===== src/rtl/pcs_40g_pkg.sv =====
// pcs_40g_pkg: shared definitions for the 40GBASE-R PCS transmit path.
//   sched_state_e  : slot scheduler FSM states
//   AM_PERIOD_40G  : slots per alignment-marker period (1 marker + data slots)
//   LANE_N         : PCS lanes served by every slot
package pcs_40g_pkg;

  typedef enum logic [1:0] {
    RST      = 2'd0,
    FIRST_AM = 2'd1,
    RUN      = 2'd2
  } sched_state_e;

  localparam int AM_PERIOD_40G = 16384;
  localparam int LANE_N        = 4;

endpackage


===== src/rtl/pcs_stall_mon.sv =====
// pcs_stall_mon: gearbox stall-run monitor.
// Counts consecutive stall cycles (saturating at STALL_MAX) and raises a
// sticky error once the run reaches STALL_MAX. Only a reset clears the error.
// Ports:
//   clk      in   clock
//   nreset   in   synchronous active-low reset
//   en_i     in   monitoring enabled (scheduler out of reset state)
//   stall_i  in   gearbox stall this cycle
//   err_o    out  sticky stall-run error
module pcs_stall_mon #(
  parameter int STALL_MAX = 2
) (
  input  logic clk,
  input  logic nreset,
  input  logic en_i,
  input  logic stall_i,
  output logic err_o
);

  localparam int            CW  = $clog2(STALL_MAX + 1);
  localparam logic [CW-1:0] SAT = CW'(STALL_MAX);

  logic [CW-1:0] stall_d, stall_q;
  logic          err_d, err_q;

  always_comb begin
    stall_d = '0;
    if (en_i && stall_i) begin
      stall_d = (stall_q == SAT) ? stall_q : stall_q + CW'(1);
    end
    // Error latches in the same edge the run count hits the limit.
    err_d = err_q | (stall_d == SAT);
  end

  always_ff @(posedge clk) begin
    if (!nreset) begin
      stall_q <= '0;
      err_q   <= 1'b0;
    end else begin
      stall_q <= stall_d;
      err_q   <= err_d;
    end
  end

  assign err_o = err_q;

endmodule


===== src/rtl/pcs_40g_tx_sched.sv =====
// pcs_40g_tx_sched: slot scheduler for the 40GBASE-R PCS transmit path.
// Every cycle the gearbox is not stalled is one block slot on all lanes. The
// slot carries alignment markers when one is pending, otherwise data; the MAC
// is throttled with ready_o and idles are requested when it has no data.
// Optional feature macro: PCS_40G_AM_FORCE_EN adds am_force_i, which requests
// an out-of-schedule marker while running.
// Ports:
//   clk          in   clock
//   nreset       in   synchronous active-low reset
//   valid_i      in   MAC presents a 4-lane block group
//   gb_stall_i   in   gearbox cannot accept a block this cycle
//   am_force_i   in   (PCS_40G_AM_FORCE_EN only) force a marker next slot
//   ready_o      out  MAC group consumed when valid_i & ready_o
//   am_v_o       out  current slot carries alignment markers
//   blk_v_o      out  current slot is a data slot
//   idle_ins_o   out  data slot without MAC data; insert idles
//   stall_err_o  out  sticky gearbox stall-run error
module pcs_40g_tx_sched
  import pcs_40g_pkg::*;
#(
  parameter int AM_PERIOD = AM_PERIOD_40G,
  parameter int STALL_MAX = 2
) (
  input  logic clk,
  input  logic nreset,
  input  logic valid_i,
  input  logic gb_stall_i,
`ifdef PCS_40G_AM_FORCE_EN
  input  logic am_force_i,
`endif
  output logic ready_o,
  output logic am_v_o,
  output logic blk_v_o,
  output logic idle_ins_o,
  output logic stall_err_o
);

  localparam int               CNT_W    = $clog2(AM_PERIOD);
  localparam logic [CNT_W-1:0] CNT_LAST = CNT_W'(AM_PERIOD - 2);

  sched_state_e     state_d, state_q;
  logic [CNT_W-1:0] cnt_d, cnt_q;
  logic             am_pend_d, am_pend_q;
  logic             slot, force_req;

`ifdef PCS_40G_AM_FORCE_EN
  assign force_req = am_force_i & (state_q == RUN);
`else
  assign force_req = 1'b0;
`endif

  // State register
  always_ff @(posedge clk) begin
    if (!nreset) begin
      state_q   <= RST;
      cnt_q     <= '0;
      am_pend_q <= 1'b0;
    end else begin
      state_q   <= state_d;
      cnt_q     <= cnt_d;
      am_pend_q <= am_pend_d;
    end
  end

  // Next state
  always_comb begin
    state_d = state_q;
    unique case (state_q)
      RST:      state_d = FIRST_AM;
      FIRST_AM: if (slot) state_d = RUN;
      RUN:      state_d = RUN;
      default:  state_d = RST;
    endcase
  end

  // Slot decode; all outputs follow gb_stall_i in the same cycle.
  always_comb begin
    slot       = (state_q != RST) & ~gb_stall_i;
    am_v_o     = slot & am_pend_q;
    blk_v_o    = slot & ~am_pend_q;
    ready_o    = blk_v_o;
    idle_ins_o = blk_v_o & ~valid_i;
  end

  // Marker period counter and pending flag
  always_comb begin
    cnt_d     = cnt_q;
    am_pend_d = am_pend_q;
    if (state_q == RST) begin
      // Entering FIRST_AM: the very first slot is a marker.
      cnt_d     = '0;
      am_pend_d = 1'b1;
    end else if (am_v_o) begin
      cnt_d     = '0;
      am_pend_d = 1'b0;
    end else if (blk_v_o) begin
      // The last data slot of a period holds the count so it never reaches
      // AM_PERIOD-1; the marker that follows reloads zero.
      if (cnt_q == CNT_LAST) begin
        am_pend_d = 1'b1;
      end else begin
        cnt_d = cnt_q + CNT_W'(1);
      end
      if (force_req) am_pend_d = 1'b1;
    end else if (force_req) begin
      // Stalled cycle: the counter holds, a force is still remembered.
      am_pend_d = 1'b1;
    end
  end

  pcs_stall_mon #(
    .STALL_MAX(STALL_MAX)
  ) u_stall_mon (
    .clk    (clk),
    .nreset (nreset),
    .en_i   (state_q != RST),
    .stall_i(gb_stall_i),
    .err_o  (stall_err_o)
  );

endmodule

===== config.mk =====
export PLATFORM = sky130hd
export DESIGN_NAME = pcs_40g_tx_sched
export DESIGN_NICKNAME = d
export VERILOG_FILES = /design/src/rtl/pcs_40g_pkg.sv /design/src/rtl/pcs_stall_mon.sv /design/src/rtl/pcs_40g_tx_sched.sv
export SDC_FILE = /design/constraint.sdc
export NUM_CORES = 1
export LEC_CHECK = 0
export CORE_UTILIZATION = 52
export DETAILED_ROUTE_END_ITERATION = 16
export GPL_TIMING_DRIVEN = 1
export PLACE_DENSITY = 0.72
export SLEW_MARGIN = 20
export SYNTH_ARGS = -nofsm -noshare
export SYNTH_HDL_FRONTEND = slang
export SYNTH_HIERARCHICAL = 1
export SYNTH_SLANG_ARGS = --single-unit

===== constraint.sdc =====
create_clock -name clk -period 3.2 [get_ports clk]
set_input_delay 0.32 -clock clk [delete_from_list [all_inputs] [get_ports clk]]
set_output_delay 0.32 -clock clk [all_outputs]
set_load 0.02 [all_outputs]

==> impl_metrics.tcl, run 1 <==
set metrics [dict create \
    status "finished, final reports clean" \
    drive_gt1_frac 0.0781 \
    multi_input_area_um2 576 \
    hold_path.class "reg2reg" \
    relSlewSlack 0.555 \
    syn_area_mm2 0.00104 \
    numCtsBuffers 3 \
    coreArea_mm2 0.00180 \
    cpLargestDelayFamily "buffers and inverters" \
    first_pass_iters 6 \
    cp_num_buf_inv 4 \
    ir_worst_vdd_mv 0.410 \
    grt_pass1_wl_mm 3.33 \
    cts_setup_buffers 0 \
    fin_cells 153 \
    slowest_delay_ns 0.62 \
    timing.final.crit_share 0.818 \
    syn-num-nets 131 \
    path_max_fanout 16 \
    timing.max_cap.violations 0 \
    grt-ovfl-total 0 \
    power.density_mw_per_mm2 518 \
    crit_path_top_delay_cell "clkdlybuf4s50_1" \
    die_w_um 46.7 \
    drt_first_iter_violations 18 \
    postSynthCellCount 122 \
    synth-seq-area-share 0.386 \
    routed-via-count 939 \
    rows 15 \
    grt_start_max_net_pins 18 \
    gp_congestion 0.760 \
    power_uw 603 \
    tightestPinTransition_ns 0.662 \
    ant_nets 0 \
    utilization 0.645 \
    die-area_mm2 0.00218 \
    clock_path_buffers 2 \
    io_buffers 8 \
    cellLeakagePower_uw 0.000354 \
    antenna_found_initial 0 \
    fmax_mhz 382 \
    finalNetCount 139 \
    synth_seq_cells 20 \
    synth.avg_cell_area_um2 8.51 \
    die_h_um 46.7 \
    setup_violations 0 \
    drc_errors 0 \
    drt_wl_total_mm 2.10 \
    cts_tree "built" \
    antennaDiodeCount 0 \
    cts_num_sinks 20 \
    htree_levels 1 \
    arrival_ns 2.30 \
    synth_cell_types 29 \
    grt_usage 0.217 \
    viasPerCell 6.14 \
    areaGrowthSynthToFinish_pct 11.9 \
    finalSetupTns_ns 0 \
    hold_viol_final 0 \
    end_kind "primary output" \
    io-pin-count 9 \
    crit_chain "inv_1 -> ha_1 -> or3_1 -> buf_4 -> inv_2 -> clkdlybuf4s50_1" \
    rsz0062_at_grt "no" \
    period_needed_ns 2.62 \
    final-seq-area_um2 400 \
    worstSetupPathType "reg2out" \
    slew_viol_final 0 \
    finClkSkew_ns 0.00148 \
    cp-start-kind "register" \
    place_ws_ns 0.596 \
    path_clk_slew_ns 0.10 \
    synth_warnings 6 \
    cts-hold-fix-buffers 0 \
    cts_root_buffer "clkbuf_4" \
    placed_cells 150 \
    initial_core_util 0.576 \
    grt_pass1_vias 787 \
    hpwl_mm 1.56 \
    cp_data_required_time_ns 2.88 \
    nFillCells 155 \
    cts_resized 0 \
    postLayoutSetupSlackWorst_ns 0.583 \
    clk_latency_ns 0.29 \
    wl_per_cell_um 13.7 \
]
==> metal layers <==
layer / part of all wire / GRT usage / up-vias
met3: 0.031 / 0.0706 / 2
met2: 0.48 / 0.361 / 11
li1: - / - / 480
met4: 0.0057 / 0.0514 / 0
met5: 0 / 0 / -
met1: 0.49 / 0.271 / 446
==> worst paths after layout <==
check,startpoint,end,slack [ns],cells after the start
worst max register to register,state_q[0]$_SDFFE_PN0P_,cnt_q[10]$_SDFFE_PP0P_,0.77,7
worst max-delay path,state_q[0]$_SDFFE_PN0P_,ready_o,0.58,6
worst min register to register,cnt_q[13]$_SDFFE_PP0P_,cnt_q[13]$_SDFFE_PP0P_,0.50,2
worst min-delay path,cnt_q[13]$_SDFFE_PP0P_,cnt_q[13]$_SDFFE_PP0P_,0.50,2
==> cell usage in the layout (no fill, tap or decap) <==
master,instances
and4_1,2
a311oi_1,1
clkdlybuf4s50_1,8
or4_4,1
nor4_2,1
o21a_1,1
and4b_1,1
nand3_1,7
or4_1,13
o31ai_1,11
a211oi_1,1
or2_2,1
mux2i_1,1
and4_2,1
nand4_1,5
or3_1,4
nor3b_1,1
a21oi_1,17
o21ai_0,3
nor2_1,2
clkbuf_4,3
dfxtp_1,20
and3_1,1
inv_1,9
nand2_1,5
buf_4,2
inv_2,1
ha_1,5
==> worst reg2reg max path, delay by kind of cell, from the launching register on <==
family,cells,cell delay [ns]
flip-flops,1,0.35
buffers and inverters,2,0.26
AND/OR/NAND/NOR,3,1.34
AO/OA/AOI/OAI,1,0.16
adder cells (fa/ha/maj),1,0.27
==> where the power goes <==
group | switching (uW) | internal, uW
clock network | 68.5 | 43.8
logic | 126 | 79.4
registers | 13.7 | 271
total | 208 | 394
==> flip-flops by register name (all words and copies together) (netlist names) <==
name / cells
u_stall_mon/stall_q: 2
cnt_q: 14
u_stall_mon/err_o: 1
am_pend_q: 1
state_q: 2
==> through the flow <==
step / instance area [um^2] / hold slack, ns
2_1_floorplan: 1040 / 0.437
3_3_place_gp: 1140 / 0.451
3_5_place_dp: 1140 / 0.482
4_1_cts: 1160 / 0.502
5_1_grt: 1160 / 0.527
6_report: 1160 / 0.501
==> final cells by class <==
class,count,share of cell area
clock buffer,3,0.0194
inverter,10,0.0323
multi-input combinational,85,0.495
sequential,20,0.344
tap,25,0.0269
timing repair buffer,10,0.0818
==> kinds of logic after synthesis <==
family | after synthesis | share of synthesized area
simple gates | 45 | 0.280
compound gates | 34 | 0.199
flops | 20 | 0.386
buf+inv | 17 | 0.0662
fa+ha+maj | 5 | 0.0602
mux | 1 | 0.00964
==> synthesized netlist by cell type (all sizes together) <==
cell,instances,area share
dfxtp,20,0.39
nor3b,1,0.0072
buf,3,0.016
o31ai,11,0.080
clkbuf,4,0.014
nand4,5,0.030
nand2,5,0.018
and4b,1,0.0096
or3,4,0.024
nor2,2,0.0072
or2,1,0.0060
and3,1,0.0060
a211oi,1,0.0072
o21a,1,0.0072
or4,14,0.10
nand3,7,0.034
mux2i,1,0.0096
and4,3,0.027
a21oi,17,0.082
o21ai,3,0.014
ha,5,0.060
a311oi,1,0.0084
inv,10,0.036
nor4,1,0.0060
Note: power is estimated with default switching activity, not from simulation.
==> run 2, diff against run 1 <==
==> constraint.sdc (replaced) <==
create_clock -name clk -period 2.6 [get_ports clk]
set_input_delay 0.26 -clock clk [delete_from_list [all_inputs] [get_ports clk]]
set_output_delay 0.26 -clock clk [all_outputs]
set_load 0.02 [all_outputs]
==> run 2 against run 1 <==
Net effect:
- power rose by 26%
- combinational power rose by 31%
- via count rose by 2.7%
- clock power rose by 25%
- global-route usage rose by 1.5 points
- wire length rose by 1.5%
- clock skew rose by 0.0030 ns
- worst setup slack got worse by 0.49 ns
==> impl_metrics.tcl, run 2 (same netlist as run 1, synthesis figures left out) <==
set metrics [dict create \
    areaGrowthSynthToFinish_pct 14.3 \
    coreArea_mm2 0.00180 \
    viasPerCell 6.18 \
    hold_path.class "reg2reg" \
    reg2reg_slack_ns 0.29 \
    cts_tree "built" \
    seqPwrFrac 0.462 \
    arrival_ns 2.24 \
    power.switching_uw 264 \
    htree_levels 1 \
    holdPathStages 1 \
    fin_area_mm2 0.00119 \
    timing.max_cap.violations 0 \
    finalSetupTns_ns 0 \
    period_needed_ns 2.50 \
    timing.final.crit_share 0.963 \
    die_h_um 46.7 \
    grt_start_max_net_pins 18 \
    path_max_fanout 15 \
    place_area_mm2 0.00116 \
    cp_data_required_time_ns 2.34 \
    grt_pass1_wl_mm 3.64 \
    r2r-start "state_q[0]$_SDFFE_PN0P_" \
    die_w_um 46.7 \
    r2r_cells 6 \
    end_kind "primary output" \
    io_buffers 8 \
    first_pass_iters 4 \
    relSlewSlack 0.651 \
    initial_core_util 0.576 \
    numCtsBuffers 3 \
    finalNetCount 142 \
    status "finished, final reports clean" \
    cts_root_buffer "clkbuf_4" \
    grt-ovfl-total 0 \
    path_clk_slew_ns 0.10 \
    drt_first_iter_violations 17 \
    p_comb_frac 0.354 \
    ant_nets 0 \
    tightestPinTransition_ns 0.524 \
    drive_gt1_frac 0.0992 \
    grt_usage 0.233 \
    final_common_cell "dfxtp_1" \
    wl_per_cell_um 13.6 \
    top_regs "cnt_q (14), state_q (2), u_stall_mon/stall_q (2)" \
    die-area_mm2 0.00218 \
    io-pin-count 9 \
    cellLeakagePower_uw 0.000385 \
    gp_congestion 0.811 \
    switching_share 0.347 \
    clock_path_buffers 2 \
    cts_num_sinks 20 \
    cp-start-kind "register" \
    largest_reg_flops 14 \
    hold_viol_final 0 \
    slew_viol_final 0 \
    final_cell_mix "dfxtp_1 (20), a21oi_1 (17), or4_1 (13)" \
    drt_wl_total_mm 2.13 \
    routed-via-count 964 \
    hpwl_mm 1.60 \
    rows 15 \
    grt_pass1_vias 889 \
    antenna_found_initial 0 \
    clk_latency_ns 0.29 \
    pwr-share-clk 0.185 \
    timing.rr.end "cnt_q[13]$_SDFFE_PP0P_" \
    worstSetupPathType "reg2out" \
    rsz0062_at_grt "no" \
    regMostFlops "cnt_q" \
    power.internal_uw 496 \
    hp-start "u_stall_mon/err_o$_SDFF_PN0_" \
    drc_errors 0 \
    finClkSkew_ns 0.00446 \
    ir_worst_vdd_mv 0.590 \
    antennaDiodeCount 0 \
    fmax_mhz 399 \
    setup_violations 0 \
    hold_path_end "u_stall_mon/err_o$_SDFF_PN0_" \
    power.density_mw_per_mm2 640 \
]
## run 2: cell count changes in the layout (fill, tap and decap cells not counted)
cell	change
buf_4	+3
clkdlybuf4s50_1	-1
dlymetal6s2s_1	+1
## run 2: final cells by class
cell class	instances	area [um^2]
multi-input cells	85	576
repair buffers	13	120
flip-flops and latches	20	400
well taps	25	31.3
clock buffers	3	22.5
inverters	10	37.5
fillers	174	614
## run 2: metrics by stage
stage                     utilization  instances  hold slack [ns]  setup slack [ns]  power, uW
after floorplan                     -        122            0.377             0.261        541
after global placement          0.645        153            0.448             0.287        614
after detailed placement        0.645        153            0.462             0.254        629
after CTS                       0.658        156            0.487            0.0704        772
after global routing            0.659        156            0.517           0.00601        814
final                           0.659        156            0.484            0.0967        760
## run 2: layer usage
metal	wire length, um	vias up	GRT usage	part of all wire
li1	-	486	-	-
met1	1040	464	0.297	0.49
met2	1020	12	0.386	0.48
met3	55	2	0.0588	0.026
met4	14	0	0.0629	0.0066
met5	0	-	0	0
## run 2: how the worst max path moves through the flow
stage                                  from                      to  slack [ns]  cells after the start
global route        state_q[1]$_SDFFE_PN0P_                 blk_v_o       0.006                      6
floorplan           state_q[0]$_SDFFE_PN0P_  cnt_q[13]$_SDFFE_PP0P_        0.26                      7
finish              state_q[0]$_SDFFE_PN0P_                 blk_v_o         0.1                      6
CTS                 state_q[0]$_SDFFE_PN0P_                 blk_v_o        0.07                      6
detailed placement               gb_stall_i  cnt_q[13]$_SDFFE_PP0P_        0.25                      5
global placement                 gb_stall_i  cnt_q[13]$_SDFFE_PP0P_        0.29                      5
## run 2: power groups by stage
stage,combinational [uW],clock [uW],sequential (uW)
final,269,140,351
after CTS,271,150,351
after floorplan,187,0,354
after global placement,258,0,357
after global routing,302,156,356
after detailed placement,270,0,359
## run 2: worst max-delay path: stages, from the launching register on
cell	delay, ns
dfxtp_1	0.35
inv_1	0.06
ha_1	0.21
or3_1	0.38
buf_4	0.20
inv_2	0.13
clkdlybuf4s50_1	0.62
## run 2: what timing repair did
item                       in CTS  in global routing
resized for setup               0                  1
setup endpoints to repair       0                  1
hold buffers                    0                  0
setup buffers                   0                  0
